--- src/rtl/fifo_rd_ctrl.sv ---
// Read-side controller of the async FIFO: write-pointer synchroniser, read pointer, FWFT output with 2-entry stage.
// Optional almost_empty output is enabled by defining FIFO_ALMOST_EMPTY_EN.
module fifo_rd_ctrl #(
  parameter int ADDR_W      = 4,
  parameter int DATA_W      = 8,
  parameter int SYNC_STAGES = 2,
  parameter int AE_LEVEL    = 2
) (
  input  logic              clk,
  input  logic              rst_n,
  input  logic [ADDR_W:0]   wr_ptr_gray_async,
  output logic [ADDR_W:0]   rd_ptr_bin,
  output logic [ADDR_W:0]   rd_ptr_gray,
  output logic              mem_ren,
  output logic [ADDR_W-1:0] mem_raddr,
  input  logic [DATA_W-1:0] mem_rdata,
  output logic [DATA_W-1:0] dout,
  output logic              dout_valid,
  input  logic              dout_ready,
  output logic              fifo_empty,
  output logic [ADDR_W:0]   rd_level
`ifdef FIFO_ALMOST_EMPTY_EN
  ,
  output logic              almost_empty
`endif
);

  localparam int PW = ADDR_W + 1;

  if (SYNC_STAGES < 2 || SYNC_STAGES > 4) begin : g_bad_sync
    $error("fifo_rd_ctrl: SYNC_STAGES must be in 2..4");
  end
  if (AE_LEVEL < 0 || AE_LEVEL > (1 << ADDR_W)) begin : g_bad_ae
    $error("fifo_rd_ctrl: AE_LEVEL out of range");
  end

  function automatic logic [PW-1:0] bin2gray(input logic [PW-1:0] b);
    return b ^ (b >> 1);
  endfunction

  function automatic logic [PW-1:0] gray2bin(input logic [PW-1:0] g);
    logic [PW-1:0] b;
    b[PW-1] = g[PW-1];
    for (int i = PW - 2; i >= 0; i--) begin
      b[i] = b[i+1] ^ g[i];
    end
    return b;
  endfunction

  logic [PW-1:0]     sync_d [SYNC_STAGES];
  logic [PW-1:0]     sync_q [SYNC_STAGES];
  logic [PW-1:0]     wr_ptr_bin_sync;

  logic [PW-1:0]     rd_ptr_bin_d,  rd_ptr_bin_q;
  logic [PW-1:0]     rd_ptr_gray_d, rd_ptr_gray_q;
  logic              pending_d,     pending_q;
  logic [DATA_W-1:0] dout_d,        dout_q;
  logic              dout_valid_d,  dout_valid_q;
  logic [DATA_W-1:0] skid_d,        skid_q;
  logic              skid_valid_d,  skid_valid_q;

  logic [PW-1:0]     rd_ptr_inc;
  logic [1:0]        occ;
  logic              pop;
  logic              empty;
  logic              ren;

  always_comb begin
    sync_d[0] = wr_ptr_gray_async;
    for (int i = 1; i < SYNC_STAGES; i++) begin
      sync_d[i] = sync_q[i-1];
    end
  end

  assign wr_ptr_bin_sync = gray2bin(sync_q[SYNC_STAGES-1]);
  assign empty           = (rd_ptr_bin_q == wr_ptr_bin_sync);
  assign rd_ptr_inc      = rd_ptr_bin_q + PW'(1);

  assign pop = dout_valid_q && dout_ready;
  assign occ = 2'(dout_valid_q) + 2'(skid_valid_q) + 2'(pending_q);
  // Gated by rst_n so no RAM read is issued while reset is being applied.
  assign ren = rst_n && !empty && ((occ - 2'(pop)) < 2'd2);

  always_comb begin
    rd_ptr_bin_d  = rd_ptr_bin_q;
    rd_ptr_gray_d = rd_ptr_gray_q;
    pending_d     = 1'b0;
    dout_d        = dout_q;
    dout_valid_d  = dout_valid_q;
    skid_d        = skid_q;
    skid_valid_d  = skid_valid_q;

    if (ren) begin
      rd_ptr_bin_d  = rd_ptr_inc;
      rd_ptr_gray_d = bin2gray(rd_ptr_inc);
      pending_d     = 1'b1;
    end

    if (pop) begin
      if (skid_valid_q) begin
        dout_d = skid_q;
        if (pending_q) begin
          skid_d = mem_rdata;
        end else begin
          skid_valid_d = 1'b0;
        end
      end else if (pending_q) begin
        dout_d = mem_rdata;
      end else begin
        dout_valid_d = 1'b0;
      end
    end else if (pending_q) begin
      // Issue rule guarantees the skid slot is free whenever dout is occupied here.
      if (!dout_valid_q) begin
        dout_d       = mem_rdata;
        dout_valid_d = 1'b1;
      end else begin
        skid_d       = mem_rdata;
        skid_valid_d = 1'b1;
      end
    end
  end

  always_ff @(posedge clk) begin
    if (!rst_n) begin
      for (int i = 0; i < SYNC_STAGES; i++) begin
        sync_q[i] <= '0;
      end
      rd_ptr_bin_q  <= '0;
      rd_ptr_gray_q <= '0;
      pending_q     <= 1'b0;
      dout_q        <= '0;
      dout_valid_q  <= 1'b0;
      skid_q        <= '0;
      skid_valid_q  <= 1'b0;
    end else begin
      for (int i = 0; i < SYNC_STAGES; i++) begin
        sync_q[i] <= sync_d[i];
      end
      rd_ptr_bin_q  <= rd_ptr_bin_d;
      rd_ptr_gray_q <= rd_ptr_gray_d;
      pending_q     <= pending_d;
      dout_q        <= dout_d;
      dout_valid_q  <= dout_valid_d;
      skid_q        <= skid_d;
      skid_valid_q  <= skid_valid_d;
    end
  end

  assign rd_ptr_bin  = rd_ptr_bin_q;
  assign rd_ptr_gray = rd_ptr_gray_q;
  assign mem_ren     = ren;
  assign mem_raddr   = rd_ptr_bin_q[ADDR_W-1:0];
  assign dout        = dout_q;
  assign dout_valid  = dout_valid_q;
  assign fifo_empty  = empty;
  assign rd_level    = wr_ptr_bin_sync - rd_ptr_bin_q;

`ifdef FIFO_ALMOST_EMPTY_EN
  assign almost_empty = (rd_level <= PW'(AE_LEVEL));
`endif

endmodule

--- config.mk ---
export PLATFORM = sky130hd
export DESIGN_NAME = fifo_rd_ctrl
export DESIGN_NICKNAME = d
export VERILOG_FILES = /design/src/rtl/fifo_rd_ctrl.sv
export SDC_FILE = /design/constraint.sdc
export NUM_CORES = 1
export LEC_CHECK = 0
export CAP_MARGIN = 10
export CORE_MARGIN = 2
export CORE_UTILIZATION = 52
export DETAILED_ROUTE_END_ITERATION = 10
export GPL_TIMING_DRIVEN = 0
export PLACE_DENSITY_LB_ADDON = 0.05
export SLEW_MARGIN = 40
export SYNTH_ARGS = -nofsm -noshare
export SYNTH_HDL_FRONTEND = slang
export SYNTH_SLANG_ARGS = --single-unit
--- constraint.sdc ---
create_clock -name clk -period 5 [get_ports clk]
set_clock_uncertainty 0.2 [all_clocks]
set_input_delay 1 -clock clk [delete_from_list [all_inputs] [get_ports clk]]
set_output_delay 1 -clock clk [all_outputs]
set_load 0.03 [all_outputs]
==> results.toml, run 1 <==
[sta]
max_freq_mhz = 214.2
slew_headroom = 0.5397
period_minus_slack_ps = 4669
setup_viol = 0
fin_crit_sh = 0.9338
drv_slew = 0
tightest_slew_ps = 688.1
finalWorstSetupSlack_ps = 331.2
setup_tns_ps = 0
finalHoldViolCount = 0
rsz0062_at_grt = "no"

[synth]
synth_top_cell_by_area = "dfxtp_1"
synth.net_count = 223
yosysSeqAreaShare = 0.4139
avgSynthCellArea_um2 = 9.330
synthDistinctLibCells = 34
synth_seq_cells = 38
synth_most_common_cell = "dfxtp_1"
ys.warnings.count = 0
netlist_instances = 197
async_reset_ff_frac = 0
synthTopCellsByArea = "dfxtp_1 (41%), mux2i_1 (8.7%), ha_1 (6.1%)"
netlist_area_mm2 = 0.001838
synthFlopType = "dfxtp_1"
synth_edf_count = 0
synth_top_area_frac = 0.4139
netlist_top_cells_count = "dfxtp_1 (38), nor2_1 (21), mux2i_1 (16)"

[cts]
h-tree-depth = 2
hold_buffers = 0
clk_pin_slew_ps = 100
root_buffer = "clkbuf_4"
cts_resized = 0
insertion_delay_ps = 350
cts_made_buffers = 5
cts_tree = "built"
postCtsSetupRepairBufs = 0
clockBufferDepth = 2
clock-sinks = 38

[die]
die_w_um = 63.45
coreArea_mm2 = 0.003363
die_y_um = 63.45
die_area_mm2 = 0.004026
row_count = 21
ios = 46
initial_core_util = 0.5465

[detailed_routing]
wire_per_inst_um = 13.01
dr.pass1.iters = 4
drcViolationCount = 0
post_drt_via_cell_ratio = 5.155
vias = 1526
ant_nets = 0
drt_iter0_markers = 125
wirelength_mm = 3.851

[placed_design]
dpl.hpwl_mm = 2.916
portBuffers = 45
place_congestion = 0.8300
place_ws_ps = 71.08

[power_and_ir_drop]
p_leak_nw = 1.010
ir_drop_mv = 0.2077
p_per_area_mw_per_mm2 = 556.7

[grt]
grt_pass1_vias = 1434
antenna_found_initial = 0
grt_max_degree = 12
grt_use_total = 0.2071
grt_pass1_wl_mm = 6.417
grt_overflow = 0

[final_layout]
diodes = 0
nets = 275
drive_above_1_share = 0.08000
area_growth_pct = 31.04

[critical_path]
critical_path_arrival_ps = 3470
cp-end-kind = "output port"
start_kind = "flip-flop"
cp_max_fo = 10
worst-setup-path-type = "reg2out"
cp_data_required_time_ps = 3800

[flow_run]
drv_cap = 0

[worst_hold_path]
min_path_type = "reg2reg"

[outcome]
status = "completed"
power breakdown:
group | internal [mW] | leakage (nW) | switching (mW)
Clock | 0.0682 | 0.0353 | 0.0986
Combinational | 0.324 | 0.663 | 0.431
Sequential | 0.363 | 0.311 | 0.0561
Total | 0.755 | 1.01 | 0.586
per-layer routing:
metal / vias to the layer above / wire length (um) / global-route usage / share of wire
li1: 778 / - / - / -
met1: 703 / 1615 / 0.2415 / 0.42
met2: 39 / 1980 / 0.3553 / 0.51
met3: 6 / 193 / 0.05536 / 0.050
met4: 0 / 62 / 0.08967 / 0.016
met5: - / 0 / 0 / 0
path summary, 6_finish.rpt:
kind,from,end,slack [ps],depth (start not counted)
hold / removal,sync_q[0][4]$_SDFF_PN0_,sync_q[0][9]$_SDFF_PN0_,240,1
hold reg to reg,sync_q[0][4]$_SDFF_PN0_,sync_q[0][9]$_SDFF_PN0_,240,1
setup reg to reg,sync_q[0][9]$_SDFF_PN0_,rd_ptr_bin[1]$_SDFFE_PN0P_,2000,12
setup / recovery,sync_q[0][9]$_SDFF_PN0_,fifo_empty,330,11
final cells by class:
type | count | area, um2
plain buffers | 13 | 76.32
flip-flops and latches | 38 | 760.7
well taps | 46 | 57.56
inverters | 12 | 45.04
clock inverters | 1 | 5.005
multi-input cells | 134 | 955.9
fillers | 286 | 954.7
clock buffers | 7 | 55.05
repair buffers | 45 | 452.9
metrics by stage:
| stage | instance area, um2 | utilization | hold slack, ps | std cells | power (mW) |
|---|---|---|---|---|---|
| after floorplan | 1838 | - | 211.9 | 197 | 0.9202 |
| after global placement | 2346 | 0.6975 | 214.1 | 288 | 1.151 |
| after detailed placement | 2346 | 0.6975 | 219.9 | 288 | 1.181 |
| after CTS | 2406 | 0.7154 | 244.6 | 296 | 1.347 |
| after global routing | 2409 | 0.7161 | 272.0 | 296 | 1.419 |
| final | 2409 | 0.7161 | 241.2 | 296 | 1.341 |
worst max-delay path, cell delays in order (launching register included):
cell	delay, ps
dfxtp_1	370
xor2_1	250
xor2_1	140
xnor2_1	380
xor2_1	130
ha_1	330
nand2_1	50
or3_1	380
buf_6	150
inv_2	50
buf_2	190
clkdlybuf4s50_1	690
kinds of logic after synthesis:
group	synth area share
adders and majority gates	0.07216
muxes	0.08713
DFF	0.4139
AOI/OAI and AO/OA	0.1395
and+or+nand+nor	0.1450
xor gates and xnor gates	0.07625
buffers and inverters	0.06603
state kept, by name (all words and copies together) (netlist names):
register / flops
pending_q: 1
sync_q: 10
rd_ptr_gray: 5
rd_ptr_bin: 4
dout: 8
skid_valid_q: 1
skid_q: 8
dout_valid: 1
placed cells by master, fill, tap and decap left out, types with 2 or more instances in the layout:
cell type / count
a211oi_1: 9
a21boi_0: 2
a21o_1: 2
a21oi_1: 13
a31o_2: 2
and2_1: 10
buf_4: 5
clkbuf_1: 7
clkbuf_4: 5
clkdlybuf4s50_1: 44
dfxtp_1: 38
ha_1: 9
inv_1: 10
inv_2: 2
mux2i_1: 16
nand2_1: 3
nand3_1: 6
nand4_1: 3
nor2_1: 21
nor2b_1: 2
nor3_1: 2
o21ai_0: 7
or3_1: 2
xnor2_1: 9
xor2_1: 7
No activity file was read; power rests on OpenSTA's default activity.
==> run 2: changes to the inputs <==
- CORE_UTILIZATION: 52 -> 41
==> run 2 against run 1 <==
Net effect:
- sequential share of layout area decreased by 0.55 points
- clock power increased by 31%
- total power increased by 3.1%
- fmax increased by 2.6%
- global-route usage decreased by 5.5 points
- sequential power about the same
- count of clock-buffer cells in the layout decreased by 1
- register-to-register slack improved by 80 ps
- routed wire length decreased by 6.9%
- utilization decreased by 15 points
- critical endpoint unchanged
==> results.toml, run 2 (same netlist as run 1, synthesis figures left out) <==
[flow_run]
drv_cap = 0

[die]
row_count = 24
die_area_mm2 = 0.005035
coreArea_mm2 = 0.004324
ios = 46
initial_core_util = 0.4251
die_y_um = 70.96
die_w_um = 70.96

[final_layout]
nets = 275
final_cell_mix = "clkdlybuf4s50_1 (44), dfxtp_1 (38), nor2_1 (21), mux2i_1 (16), a21oi_1 (13)"
fillCellCount = 410
largest_register_ffs = 10
drive_above_1_share = 0.08400
ff_latch_area_um2 = 760.7
diodes = 0
mostFrequentLayoutCell = "clkdlybuf4s50_1"
regMostFlops = "sync_q"
area_growth_pct = 33.36
multi_input_area_um2 = 955.9

[detailed_routing]
drcViolationCount = 0
dr.pass1.iters = 4
drt_iter0_markers = 46
vias = 1479
post_drt_via_cell_ratio = 4.897
wirelength_mm = 3.585
ant_nets = 0
wire_per_inst_um = 11.87

[sta]
tightest_slew_ps = 691.2
finalHoldViolCount = 0
setup_tns_ps = 0
setup_viol = 0
drv_slew = 0
period_minus_slack_ps = 4550
fin_crit_sh = 0.9101
slew_headroom = 0.5377
rsz0062_at_grt = "no"
max_freq_mhz = 219.8

[critical_path]
start_kind = "flip-flop"
worst-setup-path-type = "reg2out"
crit_chain = "xor2_1, xor2_1, xnor2_1, xor2_1, ha_1, nand2_1, or3_1, buf_6, inv_2, buf_2, clkdlybuf4s50_1"
critical_path_arrival_ps = 3350
cpMostUsedCell = "xor2_1"
slowest_delay_ps = 700
cp_data_required_time_ps = 3800
cp_max_fo = 10
cp-end-kind = "output port"
slowest_stage = "clkdlybuf4s50_1"

[grt]
antenna_found_initial = 0
grt_overflow = 0
grt_pass1_wl_mm = 5.989
grt_max_degree = 13
grt_pass1_vias = 1378
grt_use_total = 0.1518

[power_and_ir_drop]
ir_drop_mv = 0.2370
clock_power_share = 0.159
finalPower_mw = 1.382
p_per_area_mw_per_mm2 = 563.9
p_comb_frac = 0.537
swShare = 0.4242
switching_power_mw = 0.5863
p_leak_nw = 1.022
internal_power_mw = 0.7959
seq_power_share = 0.304

[cts]
root_buffer = "clkbuf_8"
cts_tree = "built"
clk_pin_slew_ps = 70
h-tree-depth = 2
cts_made_buffers = 5
insertion_delay_ps = 290
clock-sinks = 38
postCtsSetupRepairBufs = 0
clockBufferDepth = 2

[placed_design]
place_congestion = 0.7133
dpl.hpwl_mm = 2.634
portBuffers = 45

[outcome]
status = "completed"

[worst_hold_path]
min_path_type = "reg2reg"
## run 2: cell types whose count changed in the layout (fill, tap and decap cells not counted)
| cell | before | now |
|---|---|---|
| clkbuf_4 | 5 | 0 |
| clkbuf_8 | 1 | 6 |
| clkinvlp_4 | 0 | 1 |
| clkbuf_1 | 7 | 6 |
## run 2: power groups by stage
| stage | registers (mW) | clock network, mW | logic, mW |
|---|---|---|---|
| final | 0.421 | 0.219 | 0.742 |
| after detailed placement | 0.428 | 0 | 0.747 |
| after global placement | 0.430 | 0 | 0.742 |
| after CTS | 0.421 | 0.225 | 0.748 |
| after floorplan | 0.502 | 0 | 0.418 |
| after global routing | 0.432 | 0.236 | 0.808 |
## run 2: metrics by stage
step | cells | setup WS [ps] | area, um2 | utilization | hold slack [ps]
after floorplan | 197 | 1010 | 1838 | - | 211.9
after global placement | 294 | 51.86 | 2354 | 0.5443 | 217.6
after detailed placement | 294 | 65.08 | 2354 | 0.5443 | 216.9
after CTS | 302 | 62.24 | 2449 | 0.5663 | 233.9
after global routing | 302 | 212.8 | 2451 | 0.5668 | 248.8
final | 302 | 449.7 | 2451 | 0.5668 | 234.0
## run 2: worst max-delay path: cells and delay by family, from the launching register on
family	cells	cell delay [ps]
xor gates and xnor gates	4	860
adders and majority gates	1	310
buffers and inverters	4	1090
DFF	1	360
and+or+nand+nor	2	430
## run 2: area by class of cell
class                           count  area share
Tap cell                           52     0.02654
Timing Repair Buffer               45      0.1848
Clock buffer                        6     0.03369
Buffer                             13     0.03114
Inverter                           12     0.01838
Clock inverter                      2    0.005105
Sequential cell                    38      0.3104
Multi-Input combinational cell    134      0.3900
## run 2: worst paths after layout
path / from / slack (ps) / depth (start not counted) / end
setup / recovery: sync_q[0][9]$_SDFF_PN0_ / 450 / 11 / fifo_empty
hold / removal: sync_q[0][0]$_SDFF_PN0_ / 230 / 1 / sync_q[0][5]$_SDFF_PN0_
setup reg to reg: sync_q[0][9]$_SDFF_PN0_ / 2080 / 12 / rd_ptr_gray[3]$_SDFFE_PN0P_
hold reg to reg: sync_q[0][0]$_SDFF_PN0_ / 230 / 1 / sync_q[0][5]$_SDFF_PN0_
## run 2: what timing repair did
item,4_1_cts,5_1_grt
gates resized for setup,0,1
endpoints found under the setup margin,0,1
hold buffers,0,0
## run 2: per-layer routing
layer / global-route usage / up-vias / wire [um]
met5: 0 / - / 0
met4: 0.06709 / 0 / 55
met3: 0.04416 / 5 / 196
met2: 0.2316 / 33 / 1574
met1: 0.1998 / 668 / 1758
li1: - / 773 / -
==> variant, RTL diff (settings of run 1) <==
Build with the macro `FIFO_ALMOST_EMPTY_EN` defined.
--- a/src/rtl/fifo_rd_ctrl.sv
+++ b/src/rtl/fifo_rd_ctrl.sv
@@ -1,5 +1,7 @@
 // Read-side controller of the async FIFO: write-pointer synchroniser, read pointer, FWFT output with 2-entry stage.
 // Optional almost_empty output is enabled by defining FIFO_ALMOST_EMPTY_EN.
+`define FIFO_ALMOST_EMPTY_EN
+
 module fifo_rd_ctrl #(
   parameter int ADDR_W      = 4,
   parameter int DATA_W      = 8,
Check against the original RTL (old outputs only; new: almost_empty): equivalent (Yosys induction, for registers that start in step).
==> variant against run 1 <==
Hold slack improved by 0.0047 ns; wire length decreased by 6.0%; cell area increased by 3.1%; synthesized area increased by 1.5%; global-route usage decreased by 1.6 points; setup slack improved by 0.013 ns; register-to-register slack improved by 0.16 ns; core utilization increased by 1.7 points; count of clock-buffer cells in the layout decreased by 2; sequential cell count unchanged; power increased by 5.4%; via count increased by 0.20%.
==> variant: results <==
export IMPL_status="finished, final reports clean"
export IMPL_yosys_top_cells_count="sky130_fd_sc_hd__dfxtp_1, sky130_fd_sc_hd__nor2_1, sky130_fd_sc_hd__mux2i_1"
export IMPL_antenna_diode_count=0
export IMPL_tightestPinTransition_ns=0.5841
export IMPL_slowest_delay_ns=0.40
export IMPL_irDropWorstVdd_v=0.0003018
export IMPL_total_via_count_after_detailed_routing=1529
export IMPL_synth_cell_types=37
export IMPL_layout_cells_most_common="sky130_fd_sc_hd__clkdlybuf4s50_1"
export IMPL_drt_pass1_iter_count=4
export IMPL_gp_congestion=0.7684
export IMPL_path_clk_slew_ns=0.12
export IMPL_finish_net_count=276
export IMPL_cts_buffers=5
export IMPL_postSynth_asyncResetShare=0
export IMPL_drt_first_iter_violations=61
export IMPL_drive_above_1_share=0.09562
export IMPL_postSynthNetCount=223
export IMPL_number_of_levels_the_h_tree_was_split_into=2
export IMPL_postCtsSetupBuffers=0
export IMPL_synth_top_flop_cell="sky130_fd_sc_hd__dfxtp_1"
export IMPL_synth_area_top_cells="sky130_fd_sc_hd__dfxtp_1, sky130_fd_sc_hd__mux2i_1, sky130_fd_sc_hd__ha_1"
export IMPL_critical_path_top_delay_family="XOR/XNOR gates"
export IMPL_synth_yosys_seq_area_share=0.4078
export IMPL_critical_path_max_fanout=3
export IMPL_largest_net_degree_at_the_start_of_global_routing=14
export IMPL_clk_latency_ns=0.35
export IMPL_p_leak_nw=0.9986
export IMPL_largest_register="sync_q"
export IMPL_placed_cell_area_sq_mm=0.002385
export IMPL_cts_root_buf="sky130_fd_sc_hd__clkbuf_4"
export IMPL_wl_per_cell_um=12.19
export IMPL_grt_pass1_wl_um=6161
export IMPL_yosys_warnings=0
export IMPL_arrival_ns=3.46
export IMPL_critPathSlowestCell="sky130_fd_sc_hd__fa_1"
export IMPL_initial_antenna_violation_count=0
export IMPL_holdCritPathClass="register to register"
export IMPL_post_dp_hpwl_um=2606
export IMPL_grt_util_all_layers=0.1912
export IMPL_grt_pass1_vias=1362
export IMPL_num_rows=21
export IMPL_largest_register_ff_count=10
export IMPL_cts_root_to_sink_buffers=2
export IMPL_place_port_buffers=46
==> variant: where the power goes <==
| group | switching (mW) | leakage [nW] | internal [mW] |
|---|---|---|---|
| registers | 0.0532 | 0.311 | 0.363 |
| clock network | 0.108 | 0.0374 | 0.105 |
| logic | 0.450 | 0.650 | 0.333 |
| total | 0.612 | 0.999 | 0.802 |
==> variant: layout make-up <==
cell class | instances | area [sq um]
plain buffers | 13 | 71.32
clock buffers | 5 | 37.54
clock inverters | 3 | 45.04
fillers | 273 | 905.9
inverters | 9 | 36.28
multi-input cells | 137 | 1015
flip-flops and latches | 38 | 760.7
well taps | 46 | 57.56
repair buffers | 46 | 460.4
==> variant: worst paths after layout <==
| check | endpoint | slack (ns) | depth (start not counted) | startpoint |
|---|---|---|---|---|
| setup / recovery | almost_empty | 0.34 | 12 | sync_q[0][9] |
| hold / removal | sync_q[0][7] | 0.25 | 1 | sync_q[0][2] |
| setup reg to reg | rd_ptr_bin[3] | 2.16 | 9 | sync_q[0][9] |
| hold reg to reg | sync_q[0][7] | 0.25 | 1 | sync_q[0][2] |
==> variant: cell families (layout without fill, tap and decap cells) <==
| logic type | count (synthesis) | in the layout | share of synthesized area |
|---|---|---|---|
| adder cells (fa/ha/maj) | 10 | 10 | 0.07109 |
| XOR/XNOR | 15 | 15 | 0.07042 |
| AND/OR/NAND/NOR | 56 | 56 | 0.1636 |
| AO/OA/AOI/OAI | 40 | 40 | 0.1442 |
| flip-flops | 38 | 38 | 0.4078 |
| buffers and inverters | 22 | 76 | 0.05701 |
| multiplexers | 16 | 16 | 0.08585 |
==> variant: metal layers <==
metal,up-vias,global-route usage,share of wire
met1,704,0.2550,0.47
met4,0,0.06522,0.017
met2,40,0.2995,0.47
met3,6,0.04930,0.043
met5,-,0,0
li1,779,-,-
==> variant: stage by stage <==
| stage | setup WS [ns] | power [mW] | hold WS, ns | util | std cells |
|---|---|---|---|---|---|
| global placement | 0.002327 | 1.198 | 0.2145 | 0.7036 | 289 |
| global route | -0.04265 | 1.511 | 0.2683 | 0.7327 | 297 |
| floorplan | 0.1772 | 0.9535 | 0.2119 | - | 197 |
| detailed placement | 0.009734 | 1.208 | 0.2193 | 0.7036 | 289 |
| finish | 0.3438 | 1.414 | 0.2459 | 0.7327 | 297 |
| CTS | 0.05541 | 1.421 | 0.2480 | 0.7279 | 297 |
==> variant: repair_timing <==
action,in CTS,in global routing
cloned,0,0
resized for setup,2,7
setup endpoints to repair,2,3
